`src/rtl/cpu_ctrl_fsm_pkg.sv`:
```
// Shared encodings for the multi-cycle CPU control unit: state codes,
// opcodes, ALU operations and instruction field positions.
package cpu_pkg;

    typedef enum logic [2:0] {
        IDLE   = 3'd0,
        FETCH  = 3'd1,
        DECODE = 3'd2,
        EXEC   = 3'd3,
        MEM    = 3'd4,
        WB     = 3'd5,
        HALT   = 3'd6
    } state_t;

    localparam int OPC_W      = 4;
    localparam int REG_ADDR_W = 3;
    localparam int IMM_W      = 6;

    localparam logic [OPC_W-1:0] OP_ADD  = 4'h0;
    localparam logic [OPC_W-1:0] OP_SUB  = 4'h1;
    localparam logic [OPC_W-1:0] OP_AND  = 4'h2;
    localparam logic [OPC_W-1:0] OP_OR   = 4'h3;
    localparam logic [OPC_W-1:0] OP_ADDI = 4'h4;
    localparam logic [OPC_W-1:0] OP_LW   = 4'h5;
    localparam logic [OPC_W-1:0] OP_SW   = 4'h6;
    localparam logic [OPC_W-1:0] OP_BEQ  = 4'h7;
    localparam logic [OPC_W-1:0] OP_HALT = 4'hF;

    localparam logic [2:0] ALU_ADD = 3'd0;
    localparam logic [2:0] ALU_SUB = 3'd1;
    localparam logic [2:0] ALU_AND = 3'd2;
    localparam logic [2:0] ALU_OR  = 3'd3;

    localparam int OPC_MSB = 15;
    localparam int OPC_LSB = 12;
    localparam int RD_MSB  = 11;
    localparam int RD_LSB  = 9;
    localparam int RS_MSB  = 8;
    localparam int RS_LSB  = 6;
    localparam int RT_MSB  = 2;
    localparam int RT_LSB  = 0;
    localparam int IMM_MSB = 5;
    localparam int IMM_LSB = 0;

    function automatic logic opcode_legal(input logic [OPC_W-1:0] op);
        return (op <= OP_BEQ) || (op == OP_HALT);
    endfunction

    function automatic logic opcode_rtype(input logic [OPC_W-1:0] op);
        return op <= OP_OR;
    endfunction

    function automatic logic [2:0] rtype_alu_op(input logic [OPC_W-1:0] op);
        logic [2:0] alu;
        case (op)
            OP_SUB:  alu = ALU_SUB;
            OP_AND:  alu = ALU_AND;
            OP_OR:   alu = ALU_OR;
            default: alu = ALU_ADD;
        endcase
        return alu;
    endfunction

endpackage

```
`src/rtl/cpu_ctrl_fsm_if.sv`:
```
// Bus bundle between the control unit and the datapath/memory side.
// The control unit is the master: it consumes status and drives controls.
interface cpu_ctrl_fsm_if
    import cpu_pkg::*;
#(
    parameter int DATA_W   = 16,
    parameter int ALU_OP_W = 3
);
    logic                  start;
    logic [DATA_W-1:0]     instr;
    logic                  zero;
    logic                  mem_ready;

    logic                  mem_req;
    logic                  mem_we;
    logic                  mem_addr_sel;
    logic                  ir_load;
    logic                  pc_inc;
    logic                  pc_load;
    logic                  src_sel;
    logic [DATA_W-1:0]     imm;
    logic [ALU_OP_W-1:0]   alu_op;
    logic                  rf_we;
    logic                  wb_sel;
    logic [REG_ADDR_W-1:0] rd;
    logic [REG_ADDR_W-1:0] rs;
    logic [REG_ADDR_W-1:0] rt;
    logic                  halted;
    logic                  illegal;
    logic [2:0]            state;

    modport master (
        input  start, instr, zero, mem_ready,
        output mem_req, mem_we, mem_addr_sel, ir_load, pc_inc, pc_load,
               src_sel, imm, alu_op, rf_we, wb_sel, rd, rs, rt,
               halted, illegal, state
    );

    modport slave (
        output start, instr, zero, mem_ready,
        input  mem_req, mem_we, mem_addr_sel, ir_load, pc_inc, pc_load,
               src_sel, imm, alu_op, rf_we, wb_sel, rd, rs, rt,
               halted, illegal, state
    );
endinterface

```
`src/rtl/cpu_ctrl_fsm_imm_sext6.sv`:
```
// Sign-extends the 6-bit instruction immediate to the datapath width.
module imm_sext6 #(
    parameter int DATA_W = 16
) (
    input  logic [5:0]        i_imm6,
    output logic [DATA_W-1:0] o_imm
);
    assign o_imm = {{(DATA_W-6){i_imm6[5]}}, i_imm6};
endmodule

```
`src/rtl/cpu_ctrl_fsm.sv`:
```
// Multi-cycle control unit: fetches over a ready-handshaked port, decodes
// the IR and sequences ALU, register-file, PC and memory controls.
//
// state  | meaning
// IDLE   | waiting for start, all controls low
// FETCH  | instruction read from PC, IR/PC update on mem_ready
// DECODE | one quiet cycle, routes halt/illegal opcodes to HALT
// EXEC   | ALU operation; BEQ resolves its branch here
// MEM    | data access at ALU address, held until mem_ready
// WB     | single-cycle register-file write
// HALT   | absorbing until reset
module cpu_ctrl_fsm
    import cpu_pkg::*;
#(
    parameter int DATA_W   = 16,
    parameter int ALU_OP_W = 3
) (
    input logic            CLK,
    input logic            reset,
    cpu_ctrl_fsm_if.master bus
);

    state_t              r_state;
    state_t              w_next_state;
    logic [DATA_W-1:0]   r_ir;
    logic                r_illegal;

    logic [OPC_W-1:0]    w_opcode;
    logic                w_legal;
    logic                w_fetch_done;
    logic                w_mem_done;
    logic [DATA_W-1:0]   w_imm;

    logic                w_mem_req;
    logic                w_mem_we;
    logic                w_mem_addr_sel;
    logic                w_ir_load;
    logic                w_pc_inc;
    logic                w_pc_load;
    logic                w_src_sel;
    logic [ALU_OP_W-1:0] w_alu_op;
    logic                w_rf_we;
    logic                w_wb_sel;

    assign w_opcode     = r_ir[OPC_MSB:OPC_LSB];
    assign w_legal      = opcode_legal(w_opcode);
    assign w_fetch_done = (r_state == FETCH) && bus.mem_ready;
    assign w_mem_done   = (r_state == MEM) && bus.mem_ready;

    imm_sext6 #(.DATA_W(DATA_W)) u_imm_sext6 (
        .i_imm6 (r_ir[IMM_MSB:IMM_LSB]),
        .o_imm  (w_imm)
    );

    always_ff @(posedge CLK or negedge reset) begin
        if (!reset) begin
            r_state   <= IDLE;
            r_ir      <= '0;
            r_illegal <= 1'b0;
        end else begin
            r_state <= w_next_state;
            if (w_fetch_done) begin
                r_ir <= bus.instr;
            end
            if ((r_state == DECODE) && !w_legal) begin
                r_illegal <= 1'b1;
            end
        end
    end

    always_comb begin
        w_next_state = r_state;
        case (r_state)
            IDLE: begin
                if (bus.start) begin
                    w_next_state = FETCH;
                end
            end
            FETCH: begin
                if (bus.mem_ready) begin
                    w_next_state = DECODE;
                end
            end
            DECODE: begin
                if (!w_legal || (w_opcode == OP_HALT)) begin
                    w_next_state = HALT;
                end else begin
                    w_next_state = EXEC;
                end
            end
            EXEC: begin
                if (opcode_rtype(w_opcode) || (w_opcode == OP_ADDI)) begin
                    w_next_state = WB;
                end else if ((w_opcode == OP_LW) || (w_opcode == OP_SW)) begin
                    w_next_state = MEM;
                end else if (w_opcode == OP_BEQ) begin
                    w_next_state = FETCH;
                end else begin
                    w_next_state = HALT;
                end
            end
            MEM: begin
                if (bus.mem_ready) begin
                    w_next_state = (w_opcode == OP_LW) ? WB : FETCH;
                end
            end
            WB:      w_next_state = FETCH;
            HALT:    w_next_state = HALT;
            default: w_next_state = IDLE;
        endcase
    end

    always_comb begin
        w_mem_req      = 1'b0;
        w_mem_we       = 1'b0;
        w_mem_addr_sel = 1'b0;
        w_ir_load      = 1'b0;
        w_pc_inc       = 1'b0;
        w_pc_load      = 1'b0;
        w_src_sel      = 1'b0;
        w_alu_op       = ALU_OP_W'(ALU_ADD);
        w_rf_we        = 1'b0;
        w_wb_sel       = 1'b0;
        case (r_state)
            FETCH: begin
                w_mem_req = 1'b1;
                w_ir_load = w_fetch_done;
                w_pc_inc  = w_fetch_done;
            end
            EXEC: begin
                if (opcode_rtype(w_opcode)) begin
                    w_alu_op = ALU_OP_W'(rtype_alu_op(w_opcode));
                end else if (w_opcode == OP_BEQ) begin
                    // Branch offset is relative to the PC already bumped in FETCH
                    w_alu_op  = ALU_OP_W'(ALU_SUB);
                    w_pc_load = bus.zero;
                end else begin
                    w_src_sel = 1'b1;
                end
            end
            MEM: begin
                w_mem_req      = 1'b1;
                w_mem_addr_sel = 1'b1;
                w_mem_we       = (w_opcode == OP_SW);
            end
            WB: begin
                w_rf_we  = 1'b1;
                w_wb_sel = (w_opcode == OP_LW);
            end
            default: ;
        endcase
    end

    assign bus.mem_req      = w_mem_req;
    assign bus.mem_we       = w_mem_we;
    assign bus.mem_addr_sel = w_mem_addr_sel;
    assign bus.ir_load      = w_ir_load;
    assign bus.pc_inc       = w_pc_inc;
    assign bus.pc_load      = w_pc_load;
    assign bus.src_sel      = w_src_sel;
    assign bus.alu_op       = w_alu_op;
    assign bus.rf_we        = w_rf_we;
    assign bus.wb_sel       = w_wb_sel;
    assign bus.imm          = w_imm;
    assign bus.rd           = r_ir[RD_MSB:RD_LSB];
    assign bus.rs           = r_ir[RS_MSB:RS_LSB];
    assign bus.rt           = r_ir[RT_MSB:RT_LSB];
    assign bus.halted       = (r_state == HALT);
    assign bus.illegal      = r_illegal;
    assign bus.state        = r_state;

    logic w_unused_done;
    assign w_unused_done = w_mem_done;

endmodule

```
`src/flat_wrapper.sv`:
```
// flat-port wrapper written by rule: the top's interface ports become plain ports
module cpu_ctrl_fsm_flat import cpu_pkg::*;
#(
    parameter int DATA_W   = 16,
    parameter int ALU_OP_W = 3
)
  (CLK, reset, bus_start, bus_instr, bus_zero, bus_mem_ready, bus_mem_req, bus_mem_we, bus_mem_addr_sel, bus_ir_load, bus_pc_inc, bus_pc_load, bus_src_sel, bus_imm, bus_alu_op, bus_rf_we, bus_wb_sel, bus_rd, bus_rs, bus_rt, bus_halted, bus_illegal, bus_state);
  cpu_ctrl_fsm_if #(.DATA_W(DATA_W), .ALU_OP_W(ALU_OP_W)) bus_i ();
  input logic CLK;
  input logic reset;
  input wire logic [$bits(bus_i.start)-1:0] bus_start;
  input wire logic [$bits(bus_i.instr)-1:0] bus_instr;
  input wire logic [$bits(bus_i.zero)-1:0] bus_zero;
  input wire logic [$bits(bus_i.mem_ready)-1:0] bus_mem_ready;
  output wire logic [$bits(bus_i.mem_req)-1:0] bus_mem_req;
  output wire logic [$bits(bus_i.mem_we)-1:0] bus_mem_we;
  output wire logic [$bits(bus_i.mem_addr_sel)-1:0] bus_mem_addr_sel;
  output wire logic [$bits(bus_i.ir_load)-1:0] bus_ir_load;
  output wire logic [$bits(bus_i.pc_inc)-1:0] bus_pc_inc;
  output wire logic [$bits(bus_i.pc_load)-1:0] bus_pc_load;
  output wire logic [$bits(bus_i.src_sel)-1:0] bus_src_sel;
  output wire logic [$bits(bus_i.imm)-1:0] bus_imm;
  output wire logic [$bits(bus_i.alu_op)-1:0] bus_alu_op;
  output wire logic [$bits(bus_i.rf_we)-1:0] bus_rf_we;
  output wire logic [$bits(bus_i.wb_sel)-1:0] bus_wb_sel;
  output wire logic [$bits(bus_i.rd)-1:0] bus_rd;
  output wire logic [$bits(bus_i.rs)-1:0] bus_rs;
  output wire logic [$bits(bus_i.rt)-1:0] bus_rt;
  output wire logic [$bits(bus_i.halted)-1:0] bus_halted;
  output wire logic [$bits(bus_i.illegal)-1:0] bus_illegal;
  output wire logic [$bits(bus_i.state)-1:0] bus_state;
  assign bus_i.start = bus_start;
  assign bus_i.instr = bus_instr;
  assign bus_i.zero = bus_zero;
  assign bus_i.mem_ready = bus_mem_ready;
  assign bus_mem_req = bus_i.mem_req;
  assign bus_mem_we = bus_i.mem_we;
  assign bus_mem_addr_sel = bus_i.mem_addr_sel;
  assign bus_ir_load = bus_i.ir_load;
  assign bus_pc_inc = bus_i.pc_inc;
  assign bus_pc_load = bus_i.pc_load;
  assign bus_src_sel = bus_i.src_sel;
  assign bus_imm = bus_i.imm;
  assign bus_alu_op = bus_i.alu_op;
  assign bus_rf_we = bus_i.rf_we;
  assign bus_wb_sel = bus_i.wb_sel;
  assign bus_rd = bus_i.rd;
  assign bus_rs = bus_i.rs;
  assign bus_rt = bus_i.rt;
  assign bus_halted = bus_i.halted;
  assign bus_illegal = bus_i.illegal;
  assign bus_state = bus_i.state;
  cpu_ctrl_fsm #(.DATA_W(DATA_W), .ALU_OP_W(ALU_OP_W)) u_core (.CLK(CLK), .reset(reset), .bus(bus_i));
endmodule
```
`config.mk`:
```
export PLATFORM = sky130hd
export DESIGN_NAME = cpu_ctrl_fsm_flat
export DESIGN_NICKNAME = d
export VERILOG_FILES = /design/src/rtl/cpu_ctrl_fsm_pkg.sv /design/src/rtl/cpu_ctrl_fsm_if.sv /design/src/rtl/cpu_ctrl_fsm_imm_sext6.sv /design/src/rtl/cpu_ctrl_fsm.sv /design/src/flat_wrapper.sv
export SDC_FILE = /design/constraint.sdc
export NUM_CORES = 1
export LEC_CHECK = 0
export BUFFER_PORTS_ARGS = -buffer_cell sky130_fd_sc_hd__buf_2
export CAP_MARGIN = 20
export CORE_UTILIZATION = 40
export CTS_BUF_LIST = sky130_fd_sc_hd__clkbuf_8
export DETAILED_ROUTE_END_ITERATION = 8
export GPL_TIMING_DRIVEN = 0
export PLACE_DENSITY = 0.85
export SYNTH_ARGS = -nofsm -noshare
export SYNTH_HDL_FRONTEND = slang
export SYNTH_SLANG_ARGS = --single-unit
```
`constraint.sdc`:
```
create_clock -name CLK -period 1.5 [get_ports CLK]
set_input_delay 0.075 -clock CLK [delete_from_list [all_inputs] [get_ports CLK]]
set_output_delay 0.075 -clock CLK [all_outputs]
set_load 0.02 [all_outputs]
```
* After elaboration in Yosys (flattened, before gate mapping)
Cells that the tools add are included.
** Storage, ports and cells
- Flip-flop bits (word level) :: 20
- Word-level logic and storage cells :: 57
- Bits of input ports :: 21
- Output and inout port bits :: 42
** Operators by class
- Reductions and logical operators :: 10
- Multiplexer cells :: 25
- $lt $le $gt $ge :: 2
- Eq/ne operators :: 17
** Operator list (number)
- two-way mux 3 bit :: 10
- case mux 3 bit (7 select lines) :: 1
- == test 4 x 3 -> 1 bit (second input constant) :: 4
- two-way mux 1 bit :: 13
- == test 3 bit (second input constant) :: 3
- == test 4 x 2 -> 1 bit (second input constant) :: 2
- == test 3 x 2 -> 1 bit (second input constant) :: 2
- inequality test 2 bit (second input constant) :: 3
- case mux 2 bit (3 select lines) :: 1
- == test 4 x 1 -> 1 bit (second input constant) :: 1
- == test 4 bit (second input constant) :: 1
- less-or-equal comparator 4 x 2 -> 1 bit (second input constant) :: 1
- less-or-equal comparator 4 x 3 -> 1 bit (second input constant) :: 1
- logical OR 1 bit :: 4
- == test 3 x 1 -> 1 bit (second input constant) :: 1
- zero test 3 bit :: 1
- AND reduction 3 bit :: 1
- logical AND 1 bit :: 2
- OR reduction 2 bit :: 1
- zero test 1 bit :: 1

* Logic depth before layout (Yosys ltp)
- Word-level depth :: 6
- Gate-level depth with buffers :: 6
- Gate-level depth less buffers :: 4

* By module
From an unflattened synthesis, not the netlist that was laid out.
** Unflattened totals
- Cell total of the unflattened synthesis :: 116
- Area, all modules :: 1297.5 sq um
** By module, submodules not included
- cpu_ctrl_fsm :: times used 1, seq. area each 500.5 sq um, cells an instance 100, area an instance 1177.4 sq um
- imm_sext6 :: times used 1, seq. area each 0.0 sq um, cells an instance 16, area an instance 120.1 sq um

* Least setup slack after synthesis
OpenSTA, ideal clock, no wires.
- Path type :: reg-to-output
- Start point :: register u_core.r_state[1] (netlist: u_core.bus.state[1])
- End point :: output bus_mem_we
- Buffers on the path :: 1
- Path slack :: -0.548 ns
- Stages on the path, launching flop included :: 4
- Arrival time :: 1.973 ns
- Path through :: dfrtp_1 -> buf_6 -> nor3b_1 -> nor4b_1
** On the way
- Cells in the longest elaborated chain, start to end :: 2
** Ends and longest elaborated chain
- start, declared :: line cpu_ctrl_fsm.sv:23 : state_t r_state;
- start signal, assigned :: line cpu_ctrl_fsm.sv:61 : r_state <= w_next_state;
- == test 3 bit
- two-way mux 1 bit :: line cpu_ctrl_fsm.sv:124 : case (r_state)
- end, declared :: line flat_wrapper.sv:16 : output wire logic [$bits(bus_i.mem_we)-1:0] bus_mem_we;
No other way between the ends.

* Worst setup path after layout
Same ends and word-level chain as after synthesis.

==> results.tsv <==
metric	value	unit
layout.cells.most_common_list	54 x buf_2, 41 x buf_4, 14 x dfrtp_1	
avgRoutedWirePerCell	12.5	um
initial_core_util	0.418	
clock-root-buffer	clkbuf_8	
setup.worst_path.end_class	primary output	
filler_cell_count	290	
num_antenna_cells	0	
mapped_avg_cell_area	11.5	um2
worstSkewPairLatency	0.25	ns
first_pass_grt_wire_length	3.98	mm
num_rows	20	
synthesis.instances	111	
clock_tree_from_tritoncts	built	
area_taken_by_multi_input_logic_gates	569	um2
grt_remaining_overflow	0	
leakage	0.991	nW
drt-initial-drc-count	26	
synth.cell_area	1280	um2
setup_viol	3	
fp.coreArea	3050	um2
ant_nets	0	
synthesis.yosys.warnings	0	
syn_to_final_growth	51.0	%
die_area	3420	um2
report.final.hold_viol_count	0	
rsz0062_at_grt	true	
crit_arrival	1.46	ns
place_area	1670	um2
cp.required	1.42	ns
post-route-min-period	1.53	ns
wirelength	2.92	mm
max_freq	0.653	GHz
dpl.hpwl	1.86	mm
worstSetupPathType	reg -> out	
slowest_stage_cell_cp	dfrtp_2	
grt_start_max_net_pins	21	
powerDensity	2460	nW/um2
finish.net_count	211	
slew_viol_final	0	
hold_path_class	in -> reg	
grt_usage	0.155	
chipHeight	58.5	um
setup_ws	-0.0317	ns
failed_checks	setup timing	
seq_area_frac_synth	0.392	
worstSetupStartpointType	flip-flop	
cp_slowest_stage_delay	0.42	ns
initial_antenna_violation_count	0	
post_route_cells_drive_above_1_share	0.757	
place.port_buffers	61	
detail_route.first_pass.iterations	4	
seq_area	508	um2
syn-num-nets	132	
via_count	1069	
critical_path_peak_fanout	7	
cts_made_buffers	3	
clk_pin_slew	0.08	ns
irDropWorstVdd	1.21	mV
die-width	58.5	um
io_pins	63	
fin_tns_setup	-0.0489	ns
finClkSkew	0.00638	ns
remaining_drc_errors	0	
cell_by_cell_trace_of_the_critical_path	buf_8, nor3b_4, nor4b_2, buf_4	
place_congestion	0.844	
design_area	1930	um2
layout.cells.most_common	buf_2	
yosys_register_bits	20	
cts.sinks	20	
first_global_vias	934	
htreeDepth	1	
synth_cell_type_count	35	
cap_violations	0	
result_of_the_run	complete, but fails checks	
via_per_inst	4.59	
clock_tree.buffer_depth	2	
place_worst_setup_slack	0.0139	ns
min_period_over_period	1.02	
[power breakdown]
part	leakage, nW	internal, mW	switching, mW
Sequential	0.229	0.829	0.328
Clock	0.0288	0.233	0.170
Combinational	0.733	1.70	1.48
[synthesized netlist by cell type (all sizes together)]
cell | number | share of area
and3 | 3 | 0.015
buf | 30 | 0.18
nand2 | 5 | 0.021
and3b | 1 | 0.0069
mux2 | 16 | 0.17
o21ai | 2 | 0.0078
inv | 2 | 0.0059
nand3 | 1 | 0.0039
nand3b | 1 | 0.0059
a22oi | 1 | 0.0059
o21a | 1 | 0.0059
nor2b | 1 | 0.0049
nor3b | 2 | 0.012
nand2b | 3 | 0.021
dfrtp | 20 | 0.39
a21oi | 4 | 0.016
or4 | 1 | 0.0059
o211ai | 1 | 0.0098
a21o | 1 | 0.0059
conb | 1 | 0.0029
nor4b | 2 | 0.014
a221oi | 1 | 0.0069
nor4bb | 1 | 0.0078
nand4bb | 1 | 0.0088
clkbuf | 2 | 0.022
xnor2 | 1 | 0.0069
nor2 | 1 | 0.016
o31ai | 1 | 0.0059
nor3 | 3 | 0.012
o22ai | 1 | 0.0049
[flip-flops by register name, indices dropped and copies added, names as in the netlist]
signal / flops
u_core.r_ir: 16
u_core.bus.state: 3
u_core.bus.illegal: 1
[critical path, delay by kind of cell (launching register included)]
family	cells	cell delay [ns]
buffers and inverters	2	0.34
DFF	1	0.42
and+or+nand+nor	2	0.44
[repair_timing]
item                                   4_1_cts  5_1_grt
hold buffers                                 1        0
setup buffers                                6        6
setup endpoints to repair                    6       15
endpoints found under the hold margin       20        0
gates resized for setup                     10       19
pin swaps                                    2        4
[through the flow]
step	std cells	power, mW	utilization	hold slack (ns)
floorplan	111	3.22	-	-0.221
global placement	216	3.81	0.546	0.0430
detailed placement	216	3.88	0.546	0.0480
CTS	227	4.49	0.595	0.0374
global route	233	5.02	0.632	0.0314
finish	233	4.74	0.632	0.0458
[metal layers]
layer  wire length (um)  global-route usage  share of wire
met2               1580               0.276           0.54
met1               1150               0.183           0.39
met3                171              0.0286          0.059
met5                  0                   0              0
met4                 25              0.0680         0.0086
[cells by family (layout without fill, tap and decap cells)]
kind of cell	after synthesis	count (layout)	share of synthesized area
xor gates and xnor gates	1	1	0.00686
muxes	16	16	0.167
DFF	20	20	0.392
other	1	1	0.00294
AOI/OAI and AO/OA	13	13	0.0686
buffers and inverters	34	112	0.210
and+or+nand+nor	26	26	0.153
[layout make-up]
cell class / instances / area share
plain buffers: 32 / 0.145
clock buffers: 4 / 0.0285
inverters: 2 / 0.0104
multi-input cells: 57 / 0.295
flip-flops and latches: 20 / 0.263
well taps: 44 / 0.0285
repair buffers: 74 / 0.229
[final timing paths]
check / from / endpoint / cells past startpoint / slack, ns
worst min register to register: u_core.bus.illegal / u_core.bus.illegal / 1 / 0.50
worst max register to register: u_core.bus.state[1] / u_core.bus.state[0] / 5 / 0
worst max-delay path: u_core.bus.state[1] / bus_mem_we / 4 / -0.03
min in group asynchronous: reset / u_core.r_ir[1] / 2 / 0.29
max in group asynchronous: reset / u_core.r_ir[13] / 2 / 0.88
worst min-delay path: bus_instr[12] / u_core.r_ir[12] / 2 / 0.05
No activity file was read; power rests on OpenSTA's default activity.
